### src/rtl/dsd9_bus_pkg.sv
// Shared types for the DSD9 system-bus decoder: transaction states and fault cause codes.
package dsd9_bus_pkg;

    typedef enum logic [1:0] {
        ST_IDLE   = 2'd0,
        ST_ACTIVE = 2'd1,
        ST_ACK    = 2'd2,
        ST_ERR    = 2'd3
    } bus_state_e;

    localparam logic FC_NODECODE = 1'b0;
    localparam logic FC_TIMEOUT  = 1'b1;

endpackage

### src/rtl/dsd9_bus_addr_match.sv
// Combinational priority address matcher; the lowest-numbered enabled port that matches wins.
module dsd9_bus_addr_match #(
    parameter int NS = 8,
    parameter int AW = 32,
    parameter int IW = (NS > 1) ? $clog2(NS) : 1
) (
    input  logic [AW-1:0]    adr_i,
    input  logic [NS*AW-1:0] base_i,
    input  logic [NS*AW-1:0] mask_i,
    output logic             hit_o,
    output logic [IW-1:0]    idx_o
);

    always_comb begin
        hit_o = 1'b0;
        idx_o = '0;
        // Scan downwards so a lower index overwrites any higher match.
        for (int i = NS - 1; i >= 0; i--) begin
            if ((mask_i[i*AW +: AW] != '0) &&
                ((adr_i & mask_i[i*AW +: AW]) == (base_i[i*AW +: AW] & mask_i[i*AW +: AW]))) begin
                hit_o = 1'b1;
                idx_o = IW'(i);
            end
        end
    end

endmodule

### src/rtl/dsd9_bus_decoder.sv
// DSD9 system-bus decoder: registered, address-decoded steering from one master to NS slaves,
// with bus-error responses for unmapped addresses and silent slaves, and a fault-capture register.
module dsd9_bus_decoder
    import dsd9_bus_pkg::*;
#(
    parameter int              NS       = 8,
    parameter int              AW       = 32,
    parameter int              DW       = 128,
    parameter logic [NS*AW-1:0] SLV_BASE = '0,
    parameter logic [NS*AW-1:0] SLV_MASK = '0,
    parameter int              TIMEOUT  = 255
) (
    input  logic              clk_i,
    input  logic              rst_i,
    input  logic              m_cyc_i,
    input  logic              m_stb_i,
    input  logic              m_wr_i,
    input  logic [DW/8-1:0]   m_sel_i,
    input  logic [AW-1:0]     m_adr_i,
    input  logic [DW-1:0]     m_dat_i,
    output logic              m_ack_o,
    output logic              m_err_o,
    output logic [DW-1:0]     m_dat_o,
    output logic [NS-1:0]     s_cyc_o,
    output logic [NS-1:0]     s_stb_o,
    input  logic [NS-1:0]     s_ack_i,
    input  logic [NS*DW-1:0]  s_dat_i,
    output logic              s_wr_o,
    output logic [DW/8-1:0]   s_sel_o,
    output logic [AW-1:0]     s_adr_o,
    output logic [DW-1:0]     s_dat_o,
    input  logic              clr_fault_i,
    output logic              fault_valid_o,
    output logic              fault_cause_o,
    output logic [AW-1:0]     fault_adr_o
);

    localparam int SW = DW / 8;
    localparam int IW = (NS > 1) ? $clog2(NS) : 1;
    localparam int TW = $clog2(TIMEOUT + 1);

    bus_state_e     state_q, state_d;
    logic [IW-1:0]  idx_q, idx_d;
    logic [TW-1:0]  timer_q, timer_d;
    logic [NS-1:0]  strb_q, strb_d;
    logic           s_wr_q, s_wr_d;
    logic [SW-1:0]  s_sel_q, s_sel_d;
    logic [AW-1:0]  s_adr_q, s_adr_d;
    logic [DW-1:0]  s_dat_q, s_dat_d;
    logic [DW-1:0]  m_dat_q, m_dat_d;
    logic           fault_valid_q, fault_valid_d;
    logic           fault_cause_q, fault_cause_d;
    logic [AW-1:0]  fault_adr_q, fault_adr_d;

    logic           hit;
    logic [IW-1:0]  hit_idx;

    dsd9_bus_addr_match #(.NS(NS), .AW(AW), .IW(IW)) u_match (
        .adr_i  (m_adr_i),
        .base_i (SLV_BASE),
        .mask_i (SLV_MASK),
        .hit_o  (hit),
        .idx_o  (hit_idx)
    );

    always_comb begin
        state_d       = state_q;
        idx_d         = idx_q;
        timer_d       = timer_q;
        strb_d        = strb_q;
        s_wr_d        = s_wr_q;
        s_sel_d       = s_sel_q;
        s_adr_d       = s_adr_q;
        s_dat_d       = s_dat_q;
        m_dat_d       = m_dat_q;
        fault_valid_d = clr_fault_i ? 1'b0 : fault_valid_q;
        fault_cause_d = fault_cause_q;
        fault_adr_d   = fault_adr_q;
        case (state_q)
            ST_IDLE: begin
                if (m_cyc_i && m_stb_i) begin
                    if (hit) begin
                        idx_d           = hit_idx;
                        s_wr_d          = m_wr_i;
                        s_sel_d         = m_sel_i;
                        s_adr_d         = m_adr_i;
                        s_dat_d         = m_dat_i;
                        strb_d          = '0;
                        strb_d[hit_idx] = 1'b1;
                        timer_d         = '0;
                        state_d         = ST_ACTIVE;
                    end else begin
                        fault_valid_d = 1'b1;
                        fault_cause_d = FC_NODECODE;
                        fault_adr_d   = m_adr_i;
                        state_d       = ST_ERR;
                    end
                end
            end
            ST_ACTIVE: begin
                // Abort beats a same-cycle ack; ack beats a same-cycle expiry.
                if (!m_cyc_i) begin
                    strb_d  = '0;
                    state_d = ST_IDLE;
                end else if (s_ack_i[idx_q]) begin
                    if (!s_wr_q) m_dat_d = s_dat_i[int'(idx_q)*DW +: DW];
                    strb_d  = '0;
                    state_d = ST_ACK;
                end else if (timer_q == TW'(TIMEOUT)) begin
                    strb_d        = '0;
                    fault_valid_d = 1'b1;
                    fault_cause_d = FC_TIMEOUT;
                    fault_adr_d   = s_adr_q;
                    state_d       = ST_ERR;
                end else begin
                    timer_d = timer_q + 1'b1;
                end
            end
            ST_ACK, ST_ERR: begin
                if (!m_stb_i) state_d = ST_IDLE;
            end
            default: state_d = ST_IDLE;
        endcase
    end

    always_ff @(posedge clk_i or posedge rst_i) begin
        if (rst_i) begin
            state_q       <= ST_IDLE;
            idx_q         <= '0;
            timer_q       <= '0;
            strb_q        <= '0;
            s_wr_q        <= 1'b0;
            s_sel_q       <= '0;
            s_adr_q       <= '0;
            s_dat_q       <= '0;
            m_dat_q       <= '0;
            fault_valid_q <= 1'b0;
            fault_cause_q <= FC_NODECODE;
            fault_adr_q   <= '0;
        end else begin
            state_q       <= state_d;
            idx_q         <= idx_d;
            timer_q       <= timer_d;
            strb_q        <= strb_d;
            s_wr_q        <= s_wr_d;
            s_sel_q       <= s_sel_d;
            s_adr_q       <= s_adr_d;
            s_dat_q       <= s_dat_d;
            m_dat_q       <= m_dat_d;
            fault_valid_q <= fault_valid_d;
            fault_cause_q <= fault_cause_d;
            fault_adr_q   <= fault_adr_d;
        end
    end

    assign m_ack_o       = (state_q == ST_ACK) && m_stb_i;
    assign m_err_o       = (state_q == ST_ERR) && m_stb_i;
    assign m_dat_o       = m_dat_q;
    assign s_cyc_o       = strb_q;
    assign s_stb_o       = strb_q;
    assign s_wr_o        = s_wr_q;
    assign s_sel_o       = s_sel_q;
    assign s_adr_o       = s_adr_q;
    assign s_dat_o       = s_dat_q;
    assign fault_valid_o = fault_valid_q;
    assign fault_cause_o = fault_cause_q;
    assign fault_adr_o   = fault_adr_q;

endmodule

### config.mk
export PLATFORM = sky130hd
export DESIGN_NAME = dsd9_bus_decoder
export DESIGN_NICKNAME = d
export VERILOG_FILES = /design/src/rtl/dsd9_bus_pkg.sv /design/src/rtl/dsd9_bus_addr_match.sv /design/src/rtl/dsd9_bus_decoder.sv
export SDC_FILE = /design/constraint.sdc
export NUM_CORES = 1
export LEC_CHECK = 0
export ABC_AREA = 1
export CAP_MARGIN = 20
export CELL_PAD_IN_SITES_DETAIL_PLACEMENT = 1
export CELL_PAD_IN_SITES_GLOBAL_PLACEMENT = 2
export CORE_AREA = 3 3 605 607
export DETAILED_ROUTE_END_ITERATION = 8
export DIE_AREA = 0 0 608 610
export PLACE_DENSITY_LB_ADDON = 0.1
export SLEW_MARGIN = 20
export SYNTH_ARGS = -nofsm -noshare
export SYNTH_HDL_FRONTEND = slang
export SYNTH_HIERARCHICAL = 1
export SYNTH_SLANG_ARGS = --single-unit
### constraint.sdc
create_clock -name clk_i -period 11.6 [get_ports clk_i]
set_clock_uncertainty 0.1 [all_clocks]
set_input_delay 1.16 -clock clk_i [delete_from_list [all_inputs] [get_ports clk_i]]
set_output_delay 1.16 -clock clk_i [all_outputs]
set_load 0.01 [all_outputs]
# --- Word level (Yosys, flattened, before mapping) ---
# Cells that the tools add are included.
op_classes:
  addsub: 1
  eq_ne: 11
  muxes: 25
  n_bitwise: 2
  n_reduce_logical: 11
op_table:
  columns: ["op", "n"]
  rows:
  - ["32-bit 2-to-1 mux", 4]
  - ["32-bit one-hot mux with 2 select lines", 1]
  - ["8-bit 2-to-1 mux", 3]
  - ["2-bit 2-to-1 mux", 5]
  - ["2-bit != test, second input constant", 5]
  - ["1-bit 2-to-1 mux", 9]
  - ["8-bit by 1-bit adder with 8-bit output, second input constant", 1]
  - ["8-bit == test, second input constant", 1]
  - ["2-bit one-hot mux with 3 select lines", 1]
  - ["3-bit AND reduction", 2]
  - ["5-bit AND reduction", 1]
  - ["2-bit == test, second input constant", 2]
  - ["4-bit != test, second input constant", 1]
  - ["1-bit one-hot mux with 2 select lines", 2]
  - ["4-bit AND reduction", 1]
  - ["1-bit logical AND", 3]
  - ["3-bit by 1-bit != test with 1-bit output, second input constant", 1]
  - ["2-bit by 1-bit == test with 1-bit output, second input constant", 1]
  - ["2-bit logical NOT", 1]
  - ["1-bit inverter", 2]
  - ["2-bit AND reduction", 1]
  - ["2-bit nonzero test", 1]
  - ["2-bit OR reduction", 1]
totals:
  reg_bits: 180
  in_bits: 1214
  out_inout_bits: 357
  elab_cells: 57

# --- Longest topological paths before layout ---
depth:
  word_depth: 5
  depth_mapped: 20
  depth_no_buf: 19

# --- By module ---
# The synthesis kept the hierarchy.
modules_own_cells:
  columns: ["mod", "instances", "cells_per_inst", "area_per_inst_um2", "seq_area_each_um2"]
  rows:
  - ["dsd9_bus_decoder", 1, 3319, 22785.6, 9008.6]
  - ["dsd9_bus_addr_match", 1, 1156, 5590.4, 0.0]

# --- Worst setup path after synthesis ---
# No wires, ideal clock.
synth_path:
  kind: "in2out"
  from: "input port m_stb_i"
  to: "output port m_ack_o"
  arrival_ps: 1406
  t_required_ps: 10340
  slack_ps: 8934
  cell_stages: 2
  path_cell_list: "nand2_1 > nor2_1"
synth_via:
  elab_chain_cells: 1
synth_lines:
  columns: ["element", "line_no", "source"]
  rows:
  - ["from (decl)", "dsd9_bus_decoder.sv:16", "input logic m_stb_i,"]
  - ["1-bit logical AND", "dsd9_bus_decoder.sv:156", "assign m_ack_o = (state_q == ST_ACK) && m_stb_i;"]
  - ["to (decl)", "dsd9_bus_decoder.sv:21", "output logic m_ack_o,"]
# No other way between the ends.

==> key figures <==
Floorplan
  – Core area: 362,000 sq um
  – Cell row count: 221
  – Die Y-Extent: 610 um
  – # IOs: 1,571
  – Starting Density: 0.0785
  – Die W: 608 um
  – Total die area: 371,000 sq um

Worst hold path
  – Class of the worst hold path: register to register
  – Worst hold path depth: 2

Clock network
  – Post-CTS Resized: 0
  – Hold-fix buffers, CTS: 0
  – Clock root buffer: clkbuf_16
  – Clock sink count: 360
  – Num CTS Buffers: 70
  – Max clock buf depth: 4
  – Setup Fix Bufs, Post-CTS: 0
  – Worst-path clk slew: 0.05 ns
  – Clk_lat worst skew: 0.79 ns
  – CTS tree: done
  – Htree depth: 3

Logic synthesis
  – Asr flop ratio synth: 1.00
  – EDFF count, synth: 0
  – Mapped Cells: 4,475
  – Prevailing post-synth register cell: dfrtp_1
  – Mean Syn Cell Area: 6.34 sq um
  – Register area share after synthesis: 0.317
  – Yosys top cell area share: 0.317
  – Synth area leaders: dfrtp_1 (32%), nand2_1 (13%), o21ai_0 (13%), nor2_1 (12%), nand3_1 (4.9%)
  – Unique masters post-synth: 50
  – Yosys warns: 6
  – Post-synth top area cell: dfrtp_1
  – Register bit total from synthesis: 360
  – Mapped cell area: 28,400 sq um

Timing
  – Crit share post-route: 0.511
  – Slew HR: 0.00963
  – Max Freq: 169 MHz
  – RSZ-0062 raised after global routing: false
  – Setup TNS: 0 ns
  – Setup ws final: 5.68 ns
  – Final setup fails: 0
  – Final hold violation count: 0
  – Slew Viols, Final: 0
  – Final Critical Period: 5.92 ns
  – Worst-Margin Slew: 1.47 ns

Job
  – Max-cap violations: 1

Layout
  – Share of layout cells above drive strength 1: 0.0365
  – NumNets Final: 8,122
  – Area grow syn2layout: 95.9%
  – Commonest non-fill, non-tap cells in the layout: clkdlybuf4s50_1 (1,569), conb_1 (1,044), nand2_1 (951)
  – Commonest non-fill, non-tap cell in the layout: clkdlybuf4s50_1
  – Fin area: 55,600 sq um

Setup path
  – Worst EP required: 12.14 ns
  – CP max FO: 89
  – Critical path type: register to register
  – Worst setup SP type: register
  – Endpoint type of the worst setup path: register
  – Worst Reg-to-Reg Cells: 11
  – CP arrival: 6.46 ns

GRT
  – Largest net degree at the start of global routing: 149
  – First-pass GRT wire length: 465,000 um
  – Initial antenna violation count: 314
  – Number of global-route vias before repair: 41.6k
  – Gr ovfl total: 0
  – GR Util All Layers: 0.193

Routing
  – Initial DRT Pass Iterations: 5
  – Remaining DRCs: 0
  – Via-to-Cell Ratio: 3.49
  – Antenna viol nets, final: 0
  – DR WL/cell: 31.3 um
  – DR vias: 41.2k
  – Post-Route WL: 370,000 um
  – Initial DRC Count: 2,059

Placed design
  – Post-DP Area: 53,100 sq um
  – Setup WS pre-CTS: 5.47 ns
  – Port-buffer cells: 1,570
  – Final GP Congestion: 0.941
  – DP Wirelength: 311,000 um

Outcome
  – Violated checks: max-capacitance violations
  – Outcome: finished with violations

Pwr
  – P_leak: 23.9 nW
  – Worst VDD drop: 0.174 mV
  – Power Density: 158 nW/um^2
-- sequential cells by signal (all words and copies together) (netlist names), 2 cells and up --
register / count
fault_adr_o: 32
idx_q: 3
m_dat_o: 128
s_adr_o: 32
s_cyc_o: 8
s_dat_o: 128
s_sel_o: 16
state_q: 2
timer_q: 8
-- cells by family after synthesis --
| kind of cell | Yosys count | share of synthesized area |
|---|---|---|
| AOI/OAI and AO/OA | 1253 | 0.254 |
| other | 1 | 0.000132 |
| buffers and inverters | 510 | 0.0811 |
| xor gates and xnor gates | 12 | 0.00370 |
| DFF | 360 | 0.317 |
| and+or+nand+nor | 2338 | 0.343 |
| adders and majority gates | 1 | 0.000441 |
-- metrics by stage --
stage / hold WS [ns] / power (mW) / utilization / cells
2_1_floorplan: 0.380 / 3.82 / - / 5518
6_report: 0.371 / 8.78 / 0.154 / 11800
5_1_grt: 0.398 / 9.45 / 0.153 / 11800
3_5_place_dp: 0.362 / 6.69 / 0.147 / 11600
4_1_cts: 0.377 / 9.04 / 0.153 / 11700
3_3_place_gp: 0.354 / 6.68 / 0.147 / 11600
-- worst max-delay path, stage by stage, from the launching register on --
cell	delay, ns
dfrtp_4	0.69
inv_8	0.40
buf_4	0.54
nand2_1	0.10
nand3_1	0.11
nand3_1	0.39
nand3_4	0.81
buf_4	0.65
buf_4	0.67
buf_4	0.71
nand2_1	0.12
o21ai_1	0.12
-- cells in the mapped netlist (4+ instances only) --
library cell and n:
nand4_1 45, or2_1 36, a21oi_2 8, a21oi_1 103, o211ai_1 128, buf_6 18
o21a_1 7, nor2_1 901, or2_2 16, o21ai_1 134, dfrtp_1 360, buf_1 9
nand2_1 952, o221ai_1 129, nand3_1 278, inv_2 7, nor3_2 5, inv_1 162
nor3_1 21, nor4_1 26, a21o_1 18, buf_2 65, o22ai_1 6, clkbuf_1 200
or2_0 7, buf_4 45, xor2_1 12, o21ai_0 709, nand3_2 4, nand3b_1 32
-- path summary, 6_finish.rpt --
path                              from      endpoint  slack, ns
max                           idx_q[0]   m_dat_o[51]       5.68
min                        s_dat_o[24]   s_dat_o[24]       0.37
max reg2reg                   idx_q[0]   m_dat_o[51]       5.68
min reg2reg                s_dat_o[24]   s_dat_o[24]       0.37
max in group asynchronous        rst_i   m_dat_o[51]       8.25
min in group asynchronous        rst_i  m_dat_o[107]       0.86
-- layout make-up --
cell class / count / area, sq um
Timing Repair Buffer: 1655 / 16400
Tap cell: 4794 / 6000
Antenna cell: 66 / 165
Fill cell: 43600 / 306000
Clock buffer: 98 / 1990
Sequential cell: 360 / 9020
Inverter: 172 / 671
Multi-Input combinational cell: 4648 / 21000
Clock inverter: 20 / 279
-- metal layers --
| layer | track usage | part of all wire | vias to the layer above |
|---|---|---|---|
| li1 | - | - | 19100 |
| met1 | 0.220 | 0.39 | 19700 |
| met2 | 0.346 | 0.50 | 1742 |
| met3 | 0.0548 | 0.072 | 638 |
| met4 | 0.0543 | 0.037 | 42 |
| met5 | 0 | 0.00072 | - |
-- power by group --
group          switching [mW]  internal (mW)
clock network           0.872           1.32
registers               0.372           1.85
logic                    2.57           1.80
total                    3.81           4.97
(Power assumes the default switching activity.)
